## config.mk

```make
export PLATFORM = sky130hd
export DESIGN_NAME = serial_adder
export DESIGN_NICKNAME = d
export VERILOG_FILES = /design/src/rtl/serial_adder_pkg.sv /design/src/rtl/full_adder.sv /design/src/rtl/serial_adder.sv
export SDC_FILE = /design/constraint.sdc
export NUM_CORES = 1
export LEC_CHECK = 0
export CAP_MARGIN = 40
export CORE_MARGIN = 2
export CORE_UTILIZATION = 30
export DETAILED_ROUTE_END_ITERATION = 8
export HOLD_SLACK_MARGIN = 0.15
export SYNTH_ARGS = -nofsm -noshare
export SYNTH_HDL_FRONTEND = slang
export SYNTH_SLANG_ARGS = --single-unit
export TNS_END_PERCENT = 20
```

## constraint.sdc

```tcl
create_clock -name clk -period 1.6 [get_ports clk]
set_input_delay 0.4 -clock clk [delete_from_list [all_inputs] [get_ports clk]]
set_output_delay 0.4 -clock clk [all_outputs]
set_load 0.02 [all_outputs]
```

## src/rtl/serial_adder_pkg.sv

```systemverilog
// Shared types and constants for the bit-serial adder.
package serial_adder_pkg;

    localparam int unsigned DEFAULT_WIDTH = 8;

    typedef enum logic [1:0] {
        IDLE = 2'd0,
        RUN  = 2'd1,
        DONE = 2'd2
    } state_e;

endpackage

```

## src/rtl/full_adder.sv

```systemverilog
// One-bit combinational full adder used as the serial adder's datapath.
module full_adder (
    input  logic a,
    input  logic b,
    input  logic c,
    output logic Sum,
    output logic Carry
);

    assign Sum   = a ^ b ^ c;
    assign Carry = (a & b) | (c & (a ^ b));

endmodule

```

## src/rtl/serial_adder.sv

```systemverilog
// Bit-serial unsigned adder: one operand bit per clock, LSB first, result
// published WIDTH+1 edges after an accepted start.
module serial_adder
    import serial_adder_pkg::*;
#(
    parameter int WIDTH = DEFAULT_WIDTH
) (
    input  logic             clk,
    input  logic             rst,
    input  logic             start,
    input  logic [WIDTH-1:0] a,
    input  logic [WIDTH-1:0] b,
    input  logic             cin,
    output logic             busy,
    output logic             done,
    output logic [WIDTH-1:0] sum,
    output logic             cout
);

    localparam int CW = $clog2(WIDTH);

    state_e           state_q, state_d;
    logic [WIDTH-1:0] a_q, a_d;
    logic [WIDTH-1:0] b_q, b_d;
    logic [WIDTH-1:0] res_q, res_d;
    logic             carry_q, carry_d;
    logic [CW-1:0]    cnt_q, cnt_d;
    logic [WIDTH-1:0] sum_q, sum_d;
    logic             cout_q, cout_d;

    logic fa_sum;
    logic fa_carry;
    logic last_bit;

    full_adder u_full_adder (
        .a     (a_q[0]),
        .b     (b_q[0]),
        .c     (carry_q),
        .Sum   (fa_sum),
        .Carry (fa_carry)
    );

    assign last_bit = (cnt_q == CW'(WIDTH - 1));

    always_comb begin
        state_d = state_q;
        a_d     = a_q;
        b_d     = b_q;
        res_d   = res_q;
        carry_d = carry_q;
        cnt_d   = cnt_q;
        sum_d   = sum_q;
        cout_d  = cout_q;

        case (state_q)
            IDLE, DONE: begin
                if (start) begin
                    a_d     = a;
                    b_d     = b;
                    carry_d = cin;
                    cnt_d   = '0;
                    res_d   = '0;
                    state_d = RUN;
                end else begin
                    state_d = IDLE;
                end
            end
            RUN: begin
                // Result fills from the MSB end so bit 0 lands last in place.
                a_d     = a_q >> 1;
                b_d     = b_q >> 1;
                carry_d = fa_carry;
                res_d   = {fa_sum, res_q[WIDTH-1:1]};
                if (last_bit) begin
                    sum_d   = {fa_sum, res_q[WIDTH-1:1]};
                    cout_d  = fa_carry;
                    state_d = DONE;
                end else begin
                    cnt_d = cnt_q + CW'(1);
                end
            end
            default: state_d = IDLE;
        endcase
    end

    always_ff @(posedge clk) begin
        if (rst) begin
            state_q <= IDLE;
            a_q     <= '0;
            b_q     <= '0;
            res_q   <= '0;
            carry_q <= 1'b0;
            cnt_q   <= '0;
            sum_q   <= '0;
            cout_q  <= 1'b0;
        end else begin
            state_q <= state_d;
            a_q     <= a_d;
            b_q     <= b_d;
            res_q   <= res_d;
            carry_q <= carry_d;
            cnt_q   <= cnt_d;
            sum_q   <= sum_d;
            cout_q  <= cout_d;
        end
    end

    assign busy = (state_q == RUN);
    assign done = (state_q == DONE);
    assign sum  = sum_q;
    assign cout = cout_q;

endmodule

```

### Word level (Yosys, flattened, before mapping)

Cells that the tools add are included.
W data, S select, Z words.

| storage, ports and cells | value |
|---|---|
| input bits | 20 |
| latch bits | 0 |
| memories kept | 0 |
| bits in writable memories | 0 |
| memory bits (read-only) | 0 |
| logic and storage cells | 40 |
| flip-flop bits (word level) | 39 |
| output and inout port bits | 11 |

| operators by class | value |
|---|---|
| order comparisons | 0 |
| muxes and demuxes | 14 |
| $mul | 0 |
| shift-type cells | 0 |
| equal/unequal tests | 6 |
| reductions and logical operators | 6 |
| div/mod/pow operators | 0 |
| $add $sub $neg | 1 |
| bitwise gates (word level) | 5 |

Operator list:

| cell | count |
|---|---|
| $pmux W8 S2 | 3 |
| $mux W8 | 3 |
| $mux W3 | 2 |
| $pmux W3 S2 | 1 |
| $ne A2 B2 Y1 const B | 2 |
| $pmux W2 S2 | 1 |
| $reduce_and A2 Y1 | 2 |
| $add A3 B1 Y3 const B | 1 |
| $eq A3 B3 Y1 const B | 1 |
| $reduce_and A3 Y1 | 1 |
| $and A1 B1 Y1 | 2 |
| $eq A2 B1 Y1 const B | 1 |
| $eq A2 B2 Y1 const B | 1 |
| $logic_not A2 Y1 | 1 |
| $mux W1 | 2 |
| $mux W2 | 1 |
| $ne A2 B1 Y1 const B | 1 |
| $pmux W1 S2 | 1 |
| $reduce_bool A2 Y1 | 1 |
| $reduce_or A2 Y1 | 1 |
| $xor A1 B1 Y1 | 2 |
| $or A1 B1 Y1 | 1 |

### Logic depth before layout (Yosys ltp)

Gate-level depths: netlist of the first run.

| logic depth | value |
|---|---|
| depth in word-level cells | 4 |
| mapped depth | 6 |
| gate-level depth less buffers | 5 |

### Modules after synthesis

Synthesis of the first run repeated with hierarchy kept, for this count alone.

| unflattened totals | value |
|---|---|
| cells, all modules | 189 |
| area, all modules | 1585.3 um^2 |

Modules (own cells, without submodules):

| module | area each (um^2) | instances | cells an instance |
|---|---|---|---|
| serial_adder | 1565.3 | 1 | 188 |
| full_adder | 20.0 | 1 | 1 |

### Least setup slack after synthesis of the first run

OpenSTA, ideal clock, no wires.

| timing | value |
|---|---|
| path type | reg2reg |
| from | register cnt_q[0] |
| to | register cnt_q[1] |
| arrival time | 1.216 ns |
| stages on the path, launching flop included | 6 |
| library setup time | 0.132 ns |
| slack | 0.252 ns |
| cells stage by stage | dfxtp_1 ha_1 ha_1 or3b_1 nand3_1 a21oi_1 |

| between the ends | value |
|---|---|
| longest elaborated chain between the ends | 3 |
| elaborated cells on any way between the ends | 6 |
| those cells by class | add/sub: 1; eq/ne: 2; mux: 2; reduce/logical: 1 |

RTL lines:

| item | RTL line | text |
|---|---|---|
| start: declaration | serial_adder.sv:27 | `logic [CW-1:0] cnt_q, cnt_d;` |
| start signal: assignment | serial_adder.sv:102 | `cnt_q <= cnt_d;` |
| $add A3 B1 Y3 or $eq A3 B3 Y1 (tied branches) | serial_adder.sv:79, serial_adder.sv:43 |  |
| $mux W3 or $ne A2 B2 Y1 (tied branches) | n/a |  |
| $pmux W3 S2 or $reduce_and A3 Y1 (tied branches) | n/a |  |

Several ways; a longest one is shown, not always the timed one. The select of a mux whose other input is x is not followed.
A chain may end at the register's enable or synchronous reset.

### Worst setup path after layout of the first run

| timing | value |
|---|---|
| from | register state_q[1] |
| to | output done |

| between the ends | value |
|---|---|
| longest elaborated chain between the ends | 1 |

RTL lines:

| item | RTL line | text |
|---|---|---|
| start: declaration | serial_adder.sv:22 | `state_e state_q, state_d;` |
| start signal: assignment | serial_adder.sv:97 | `state_q <= state_d;` |
| $eq A2 B2 Y1 | serial_adder.sv:109 | `assign done = (state_q == DONE);` |
| end: declaration | serial_adder.sv:15 | `output logic done,` |

Every way passes these cells.

==> reports/results.ini, run 1 <==
[timing]
hold_viol_final = 0
relSlewSlack_pct = 73.4
fin_crit_sh_pct = 93.9
setup_viol = 0
fin_worst_skew_ps = 6.62
min_period_ps = 1500
finalWorstSetupSlack_ps = 96.8
fmax_ghz = 0.665
slew_violations = 0
worst_slew_pin_slew_ps = 397
rsz0062_at_grt = false

[logic_synthesis]
synth_xor_xnor_area_share_pct = 0
synth_top_area_share_pct = 48.2
synth.most_common_cell = nand2_1
synth_cell_type_count = 20
synth_top_area_cell = dfxtp_1
synth_top_family_by_area = simple AND/OR/NAND/NOR gates
yosysSeqAreaShare_pct = 48.2
synthCells = 189
synth-compound-area-share_pct = 17.7
ys_ff_latch = 38
synth_edf_count = 0
synthTopCellsByArea = dfxtp_1 (48%), nand2_1 (12%), a21oi_1 (7.0%)
avgSynthCellArea_um2 = 8.35
yosys.area_share.simple_pct = 25.8
syn-cell-area_um2 = 1580
synthMuxAreaShare_pct = 0
yosys-top-cells-count = nand2_1 (50), dfxtp_1 (38), a21oi_1 (22), nand3_1 (21), nor2_1 (16)
syn-num-nets = 212
ys_warn_count = 0
ys_async_sr_fraction_pct = 0
synthAdderAreaFrac_pct = 2.85
ys.flop_type = dfxtp_1

[power_and_ir_drop]
power.density_nw_per_um2 = 1020
pwr-share-seq_pct = 48.4
pwr-share-clk_pct = 39.1
p_sw_mw = 0.494
combPwrFrac_pct = 12.5
p_leak_nw = 0.796
ir_drop_uv = 495
p_int_mw = 1.62
power_switching_share_pct = 23.4

[routing]
drt-vias-per-instance = 4.63
final_antenna_net_count = 0
drt-pass1-iter-count = 6
via_count = 1353
drtIter0Drc = 75
drt_wl_total_um = 3220
drcViolationCount = 0
wire_per_inst_um = 11.0

[worst_setup_path]
crit-reg2reg-launch = cnt_q[0]
setup.worst_path.start = state_q[1]
cp.arrival_ps = 1100
crit_fanout = 3
reg2reg_depth = 5
cp-end-kind = output port
required_ps = 1200
setup.worst_path.start_class = register
critPathKind = register to output port
rr_endpoint = cnt_q[2]
r2r_slack_ps = 140

[floorplanning]
rows = 26
initial_utilization_pct = 30.9
core-area_um2 = 5110
pin_count = 31
die_height_um = 76.6
die_width_um = 76.6
die-area_um2 = 5860

[placed_design]
placed_cells = 285
place_hpwl_um = 2110
place_ws_ps = -114
gp_congestion = 0.719
dpl_cell_area_um2 = 1980
port_buffers = 30

[grt]
overflow = 0
grt_use_total_pct = 11.8
grt_antenna_before_repair = 0
grt_pass1_wl_um = 5520
grt_pass1_vias = 1252
grt_max_degree = 40

[status]
outcome = complete, no violations

[clock_tree]
clk_pin_slew_ps = 70
htree_levels = 2
clk_path_buf_depth = 2
hold_buffers = 0
cts_tree = built
clkSinkCount = 38
root_buffer = clkbuf_8
clk_latency_ps = 290
cts_buffers = 5

[worst_hold_path]
worstHoldStart = sum[0]
worstHoldPathType = register to register
hold_depth = 2
hold_path_end = sum[0]

[cells_and_area]
nets = 245
design_area_um2 = 2070
drive_gt1_share_pct = 11.3
area_growth_pct = 31.4
finalNonFillerCells = 292
antenna_cells = 0

[job]
maxCapViolCount = 0

[stage by stage]
step           util, %  power, mW  TNS [ps]  hold WS, ps
2_1_floorplan        -       1.21         0          444
3_3_place_gp      38.8       1.31      -980          442
3_5_place_dp      38.8       1.31     -1320          447
4_1_cts           40.7       2.14         0          455
5_1_grt           40.6       2.22         0          468
6_report          40.6       2.11         0          452
[flip-flops by register name, indices dropped and copies added (netlist names)]
register,cells
b_q,8
carry_q,1
state_q,2
res_q,7
a_q,8
cnt_q,3
sum,8
cout,1
[kinds of logic (layout without fill, tap and decap cells)]
kind of cell | after synthesis | after routing
adders and majority gates | 3 | 3
buffers and inverters | 16 | 49
DFF | 38 | 38
AOI/OAI and AO/OA | 37 | 37
and+or+nand+nor | 95 | 95
[critical path: stages (launching register included)]
cell and delay, ps:
dfxtp_1 350, nor2b_1 130, dlygate4sd2_1 340
[placed cells by master (no fill, tap or decap)]
| cell | instances |
|---|---|
| nand2_1 | 50 |
| dfxtp_1 | 38 |
| a21oi_1 | 22 |
| nand3_1 | 21 |
| clkdlybuf4s50_1 | 19 |
| nor2_1 | 16 |
| dlygate4sd2_1 | 10 |
| buf_4 | 10 |
| a311oi_1 | 9 |
| a311oi_2 | 6 |
| clkbuf_8 | 6 |
| nand2b_1 | 3 |
| nor2b_1 | 2 |
| ha_1 | 2 |
| clkinv_1 | 1 |
| nand3b_1 | 1 |
| or3b_1 | 1 |
| nor3b_1 | 1 |
| fa_1 | 1 |
| bufinv_16 | 1 |
| clkbuf_2 | 1 |
| buf_12 | 1 |
[metal layers]
metal	up-vias	track usage [%]	routed length (um)
met1	616	14.3	1590
met2	27	18.5	1430
met5	-	0	0
li1	708	-	-
met3	2	5.09	159
met4	0	4.36	27
[power groups by stage]
stage | Combinational [mW] | Sequential, mW | Clock (mW)
2_1_floorplan | 0.175 | 1.04 | 0
6_report | 0.265 | 1.02 | 0.826
3_3_place_gp | 0.269 | 1.04 | 0
4_1_cts | 0.270 | 1.02 | 0.847
5_1_grt | 0.297 | 1.03 | 0.895
3_5_place_dp | 0.270 | 1.04 | 0
[repair_timing]
action | CTS | global route
buffers inserted | 0 | 0
cloned | 0 | 0
setup endpoints to repair | 11 | 1
gates resized for setup | 12 | 1
[how the worst max path moves through the flow]
stage	slack, ps	end	cells past startpoint
2_1_floorplan	250	cnt_q[1]	5
3_3_place_gp	-80	a_q[3]	5
3_5_place_dp	-110	a_q[4]	5
4_1_cts	20	busy	3
5_1_grt	6	done	2
6_report	100	done	2
[area by class of cell]
type | count | area [um2]
fillers | 554 | 3030
flip-flops and latches | 38 | 761
inverters | 1 | 3.75
repair buffers | 41 | 378
well taps | 70 | 87.6
clock buffers | 6 | 82.6
clock inverters | 1 | 30.0
multi-input cells | 135 | 732
Power figures use the tool's default switching activity.
==> inputs of run 2 (changes only) <==
- CORE_ASPECT_RATIO: default -> 0.75
- CORE_UTILIZATION: 30 -> 40
- RECOVER_POWER: default -> 100
==> run 2 against run 1 <==
Effect of this change:
- non-clock buffer count is 1 lower
- largest power group unchanged
- largest cell class unchanged
- hold slack better by 2.7 ps
- total power is 2.1% lower
- combinational power hardly changed
- via count is 3.3% higher
- flip-flop and latch count stayed put
==> reports/results.ini, run 2 (synthesis gave the netlist of run 1 again) <==
[grt]
overflow = 0  ; unchanged
grt_antenna_before_repair = 0  ; unchanged
grt_max_degree = 40  ; unchanged
grt_pass1_vias = 1289  ; +3.0%
grt_use_total_pct = 16.8  ; +5.0 points
grt_pass1_wl_um = 5970  ; +8.1%

[power_and_ir_drop]
p_leak_nw = 0.791  ; -0.60%
power.density_nw_per_um2 = 1020  ; -0.16%
power_mw = 2.07  ; -2.1%
ir_drop_uv = 732  ; +48%

[routing]
drcViolationCount = 0  ; unchanged
drt-vias-per-instance = 5.10  ; +10%
drt-pass1-iter-count = 4  ; -2
via_count = 1397  ; +3.3%
final_antenna_net_count = 0  ; unchanged
drt_wl_total_um = 3440  ; +6.8%
wire_per_inst_um = 12.5  ; +14%
drtIter0Drc = 66  ; -12%

[status]
outcome = complete, no violations

[timing]
setup_viol = 0  ; unchanged
fmax_ghz = 0.681  ; +2.4%
fin_crit_sh_pct = 91.8  ; -2.2 points
finalHoldWorstSlack_ps = 455  ; +2.74 ps
rsz0062_at_grt = false
relSlewSlack_pct = 71.4  ; -2.0 points
hold_viol_final = 0  ; unchanged
slew_violations = 0  ; unchanged
worst_slew_pin_slew_ps = 429  ; +31.6 ps
fin_worst_skew_ps = 3.37  ; -3.25 ps
finalWorstSetupSlack_ps = 132  ; +34.8 ps
min_period_ps = 1470  ; -34.8 ps

[worst_setup_path]
path_delay_family = flip-flops
crit-reg2reg-launch = cnt_q[0]
critPathBufInv = 1  ; unchanged
critPathKind = register to output port
cp.arrival_ps = 1070  ; -30 ps
setup.worst_path.start_class = register
setup.worst_path.start = state_q[1]
crit_fanout = 3  ; unchanged
critPathMaxStageDelay_ps = 340  ; about the same
crit_path_cell_trace = nor2b_1, dlygate4sd2_1
cp-end-kind = output port
slowest_stage = dfxtp_1
required_ps = 1200  ; about the same

[placed_design]
place_hpwl_um = 2300  ; +9.1%
gp_congestion = 0.797  ; +11%
place_ws_ps = -63.5  ; +50.5 ps
port_buffers = 30  ; unchanged

[cells_and_area]
mostFrequentLayoutCells = nand2_1 (50), dfxtp_1 (38), a21oi_1 (22)
layout_commonest_cell = nand2_1
drive_gt1_share_pct = 10.8  ; -0.45 points
antenna_cells = 0  ; unchanged
fill_cells = 359  ; -35%
fin_util_pct = 54.5  ; +14 points
nets = 244  ; -0.41%
area_growth_pct = 28.8

[floorplanning]
pin_count = 31  ; unchanged
die_height_um = 58.4  ; -24%
initial_utilization_pct = 42.3  ; +11 points
core-area_um2 = 3730  ; -27%
die-area_um2 = 4470  ; -24%
die_width_um = 76.6  ; unchanged
rows = 19  ; -27%

[clock_tree]
clkSinkCount = 38  ; unchanged
cts_buffers = 5  ; unchanged
clk_latency_ps = 280  ; about the same
hold_buffers = 0  ; unchanged
clk_path_buf_depth = 2  ; unchanged
clk_pin_slew_ps = 70  ; about the same
root_buffer = clkbuf_8
htree_levels = 2  ; unchanged
cts_tree = built

[job]
maxCapViolCount = 0  ; unchanged

[worst_hold_path]
worstHoldStart = cout
worstHoldPathType = register to register

-- run 2: cell types whose count changed in the layout (fill, tap and decap cells not counted), sizes merged --
cell / before / now
buf: 11 / 9
clkinv: 1 / 3
-- run 2: what timing repair did --
| action | in CTS | in global routing |
|---|---|---|
| endpoints found under the setup margin | 11 | 1 |
| gates resized for setup | 12 | 1 |
| setup buffers | 0 | 0 |
| gates cloned | 0 | 0 |
-- run 2: final cells by class --
class	count	area [um2]	area share, %
clock buffer	5	68.8	3.38
clock inverter	3	40.0	1.97
inverter	1	3.75	0.185
multi-input combinational	135	726	35.7
sequential	38	761	37.4
tap	52	65.1	3.20
timing repair buffer	40	370	18.2
-- run 2: worst min-delay path: stages (launching register included) --
cell     delay [ps]
dfxtp_1         310
nand2_1          50
a21oi_1          50
-- run 2: path summary, 6_finish.rpt --
check / endpoint / slack [ps] / depth (start not counted)
max: done / 130 / 2
min: cout / 460 / 2
max reg2reg: cnt_q[2] / 130 / 5
min reg2reg: cout / 460 / 2
-- run 2: per-stage QoR --
step	area [um2]	std cells	setup TNS (ps)
global route	2030	274	0
detailed placement	1950	266	-656
CTS	2050	274	0
finish	2030	274	0
global placement	1950	266	-360
floorplan	1580	189	0
-- run 2: report_power, final --
| part | switching, mW | internal, mW |
|---|---|---|
| combinational | 0.143 | 0.122 |
| sequential | 0.0270 | 0.994 |
| clock | 0.323 | 0.459 |
-- run 2: layer usage --
layer,GRT usage (%),up-vias,share of wire (%)
met5,0,-,0
met4,5.45,0,1.0
met3,5.21,5,4.6
met2,25.8,26,44
met1,22.7,657,50
li1,-,709,-
==> edit 1 (settings of run 1) <==
The package constant `DEFAULT_WIDTH` goes from 8 to 16.
--- a/src/rtl/serial_adder_pkg.sv
+++ b/src/rtl/serial_adder_pkg.sv
@@ -2,5 +2,5 @@
 package serial_adder_pkg;
 
-    localparam int unsigned DEFAULT_WIDTH = 8;
+    localparam int unsigned DEFAULT_WIDTH = 16;
 
     typedef enum logic [1:0] {
Interface: changed (resized a, b and sum); port bits go from 31 to 55. No check against the original RTL was run, so the function may have changed too.
==> edit 1 against run 1 <==
Global-route usage grew 1.1 points. Power increased by 100%. Setup slack improved by 0.0016 ns. Clock skew is 0.0011 ns higher. Cell area rose by 81%. Critical path type unchanged. Area after synthesis grew 81%. Non-clock buffer count rose by 24. Via count grew 80%. Routed wire length grew 95%. Sequential cell count up 33.
==> edit 1: results (changes against run 1) <==
hold_start: "res_q[1]$_SDFFE_PP0P_"
dp_hpwl_um: 3960  # +88%
timing.rr.end: "sum[3]$_SDFFE_PP0P_"
track_usage_pct: 12.9  # +1.1 points
firstDrtPassIters: 4  # -2
grt_max_degree: 62  # +55%
yosys.cell_types.count: 25  # +25%
use_met3_pct: 4.69  # -0.40 points
worst_pin_slew_ns: 0.387  # -0.0105 ns
use_met2_pct: 20.8  # +2.3 points
n_antenna_cell: 0  # unchanged
critical_path_arrival_ns: 1.10  # about the same
p_leak_nw: 1.45  # +82%
cts_buffer_depth: 2  # unchanged
synth-compound-area-share_pct: 21.7  # +4.0 points
avgViaCountPerCell: 4.82  # +4.1%
grt_pass1_wl_um: 10600  # +92%
critPathLaunch: "state_q[1]$_SDFFE_PP0P_"
netlist_instances: 326  # +72%
async_flop_share_pct: 0  # unchanged
irDropWorstVdd_uv: 455  # -8.2%
ys.flop_type: "dfxtp_1"
place.gp.congestion: 0.706  # -1.9%
critPathCapture: "done"
portBuffers: 54  # +80%
synth_area_leaders: "dfxtp_1, nand2_1, a311oi_1, a22o_2, nor2_1"
cts_buffers: 9  # +4
place_area_sq_um: 3490  # +76%
drt_iter0_markers: 98  # +31%
post-place-ws_ns: -0.147  # -0.0335 ns
placedCellCount: 488  # +71%
use_met1_pct: 16.5  # +2.2 points
num_vias: 2436  # +80%
synth_fa_ha_area_share_pct: 1.14  # -1.7 points
grt_pass1_vias: 2238  # +79%
ff2ff_setup_slack_ns: 0.16  # +0.02 ns
muxShareOfSynthArea_pct: 0  # unchanged
fin_skew_ns: 0.00770  # +0.00108 ns
drive_gt1_share_pct: 13.6  # +2.3 points
insertion_delay_ns: 0.34  # +0.05 ns
final_nets: 409  # +67%
cts_root_buffer: "clkbuf_8"
ff2ff_path_depth: 5  # unchanged
fmax_mhz: 666  # +0.11%
synthXorXnorAreaFrac_pct: 0  # unchanged
grt_antenna_before_repair: 0  # unchanged
synth_nets: 364  # +72%
status: "complete, no violations"
worst-path-max-fanout: 2  # -1
ys_seq_area_share_pct: 49.8  # +1.7 points
path_clk_slew_ns: 0.07  # about the same
route.final.wire_length_um: 6250  # +95%
hold_path.class: "reg2reg"
htree_levels: 3  # +1
synth_commonest_cells: "nand2_1, dfxtp_1, nor2_1, a311oi_1, a21oi_1"
==> edit 1: how the worst min path moves through the flow <==
stage          slack [ns]                      end  cells past startpoint
2_1_floorplan        0.44      sum[0]$_SDFFE_PP0P_                      2
3_3_place_gp         0.46      sum[0]$_SDFFE_PP0P_                      2
3_5_place_dp         0.46      sum[0]$_SDFFE_PP0P_                      2
4_1_cts              0.40  state_q[1]$_SDFFE_PP0P_                      2
5_1_grt              0.47  state_q[1]$_SDFFE_PP0P_                      3
6_report             0.46      sum[0]$_SDFFE_PP0P_                      2
==> edit 1: final cells by class <==
| type | count | area (sq um) |
|---|---|---|
| sequential | 71 | 1420 |
| multi-input combinational | 223 | 1250 |
| fill | 941 | 5480 |
| clock buffer | 11 | 141 |
| inverter | 1 | 3.75 |
| timing repair buffer | 65 | 654 |
| clock inverter | 5 | 129 |
| tap | 129 | 161 |
==> edit 1: what timing repair did <==
action / CTS / global route
pin swaps: 0 / 2
cloned: 0 / 0
hold endpoints to repair: 0 / 0
endpoints found under the setup margin: 26 / 28
resized for setup: 21 / 2
buffers inserted: 0 / 2
==> edit 1: logic make-up after synthesis <==
group                    count (synthesis)
AND/OR/NAND/NOR                        141
flip-flops                              71
adder cells (fa/ha/maj)                  2
buffers and inverters                   32
AO/OA/AOI/OAI                           80
==> edit 1: layer usage <==
metal	wire length, um	vias to the layer above
met5	0	-
met4	42	0
met3	288	5
met2	2910	48
met1	3010	1147
li1	-	1236
==> edit 1: where the power goes <==
part	total (W)	switching, W	internal (W)
registers	0.00190	0.0000490	0.00185
clock network	0.00190	0.000658	0.00124
logic	0.000450	0.000246	0.000205
==> edit 1: worst max-delay path, cell delays in order, from the launching register on <==
cell	delay [ns]
dfxtp_1	0.33
nor2b_1	0.13
clkdlybuf4s15_1	0.31
==> edit 2 (config.mk and constraints of run 1) <==
Without the edit above. Put a register stage on the outputs `busy` and `done`, cleared by the reset. The values now appear one clock later. The other outputs are not delayed to match.
--- a/src/rtl/serial_adder.sv
+++ b/src/rtl/serial_adder.sv
@@ -106,6 +106,13 @@
     end
 
-    assign busy = (state_q == RUN);
-    assign done = (state_q == DONE);
+    always_ff @(posedge clk) begin
+        if (rst) begin
+            busy <= '0;
+            done <= '0;
+        end else begin
+            busy <= (state_q == RUN);
+            done <= (state_q == DONE);
+        end
+    end
     assign sum  = sum_q;
     assign cout = cout_q;
Behaviour: not the same (a bounded check fails within 4 cycles, from zero or initial values and one cycle with rst high).
==> edit 2 against run 1 <==
Routed wire length up 5.3%. Sequential cell count up 2. Utilization about the same. Register-to-register slack about the same. Power up 2.4%. Cell area down 0.66%. Setup slack better by 0.044 ns. Highest routed layer unchanged. Fmax up 3.0%. Area after synthesis down 0.32%.
==> edit 2: results (changes against run 1) <==
critical_path_arrival_ns: 1.63  # +0.53 ns
buffers: 38  # -7.3%
buf_share_pct: 18.6  # +0.43 points
use_met3_pct: 2.84  # -2.3 points
grt_antenna_before_repair: 0  # unchanged
clk_share_pct: 5.22  # -0.21 points
synth_area_leaders: "dfxtp_1, a21oi_1, nand3_1, nor3_1, o22ai_1"
place_area_sq_um: 1970  # -0.63%
drt_iter0_markers: 109  # +45%
dp_hpwl_um: 2170  # +3.3%
p_seq_share_pct: 49.8  # +1.4 points
grt_pass1_vias: 1199  # -4.2%
multi_input_area_share_pct: 33.0  # -2.3 points
avgViaCountPerCell: 4.89  # +5.5%
p_comb_w: 0.000282  # +6%
use_met1_pct: 16.5  # +2.3 points
ys_seq_area_share_pct: 50.9  # +2.7 points
power.density_nw_per_um2: 1050  # +3.1%
status: "complete, no violations"
grt_pass1_wl_um: 5670  # +2.7%
yosys.cell_types.count: 23  # +15%
drive_gt1_share_pct: 9.62  # -1.6 points
critPathSlowestCell: "or3b_1"
synth-seq-cells: 40  # +5.3%
p_leak_nw: 0.766  # -3.8%
synth_commonest_cells: "dfxtp_1, a21oi_1, nand3_1, nor3_1, nand2_1"
fillers: 544  # -1.8%
crit_family: "simple AND/OR/NAND/NOR gates"
cpPeakStageDelay_ns: 0.43  # +0.08 ns
place.gp.congestion: 0.710  # -1.4%
irDropWorstVdd_uv: 452  # -8.8%
multi_input_cells: 122  # -9.6%
worst-path-max-fanout: 5  # +2
slew_headroom_pct: 71.8  # -1.6 points
inv_count: 0  # -1
switching_share_pct: 23.8  # +0.39 points
dominant-cell-class: "sequential cells"
regArea_sq_um: 801  # +5.3%
synth_nets: 201  # -5.2%
fin_skew_ns: 0.00883  # +0.00221 ns
htree_levels: 2  # unchanged
wl_per_cell_um: 12.2  # +11%
post_cts_resized: 11  # -1
track_usage_pct: 11.9  # +0.14 points
use_met2_pct: 17.7  # -0.80 points
insertion_delay_ns: 0.29  # about the same
edit 2: cell count changes in the layout (fill, tap and decap cells not counted), moves of 5 or more:
cell / run 1 / this run
a311oi_1: 9 / 0
a311oi_2: 6 / 0
buf_4: 10 / 5
nand2_1: 50 / 20
nor2_1: 16 / 1
nor3_1: 0 / 21
nor3_2: 0 / 5
o22ai_1: 0 / 13
edit 2: final timing paths:
kind	to	slack [ns]	startpoint
hold reg to reg	sum[1]$_SDFFE_PP0P_	0.45	sum[1]$_SDFFE_PP0P_
hold / removal	sum[1]$_SDFFE_PP0P_	0.45	sum[1]$_SDFFE_PP0P_
setup / recovery	cnt_q[2]$_SDFFE_PP0P_	0.14	cnt_q[0]$_SDFFE_PP0P_
setup reg to reg	cnt_q[2]$_SDFFE_PP0P_	0.14	cnt_q[0]$_SDFFE_PP0P_
edit 2: tightest hold or removal path: cells and delay by family (launching register included):
family / cells / cell delay, ns
AOI/OAI and AO/OA: 1 / 0.05
DFF: 1 / 0.31
and+or+nand+nor: 1 / 0.05
edit 2: through the flow:
step                      instances  utilization, %  worst slack (ns)
after detailed placement        270            38.8            0.0641
final                           278            40.6             0.140
after global placement          270            38.8             0.101
after global routing            278            40.6            0.0356
after floorplan                 178               -             0.234
after CTS                       278            40.6             0.124
edit 2: kinds of logic (layout without fill, tap and decap cells):
| group | count (synthesis) | in the layout | share of synthesized area (%) |
|---|---|---|---|
| compound gates | 39 | 39 | 13.8 |
| buf+inv | 16 | 46 | 5.88 |
| flops | 40 | 40 | 50.9 |
| fa+ha+maj | 3 | 3 | 2.86 |
| simple gates | 80 | 80 | 26.6 |
edit 2: metal layers:
layer / share of wire, % / vias up
met2: 47 / 30
met1: 48 / 634
met4: 1.3 / 0
met3: 3.8 / 4
met5: 0 / -
li1: - / 691
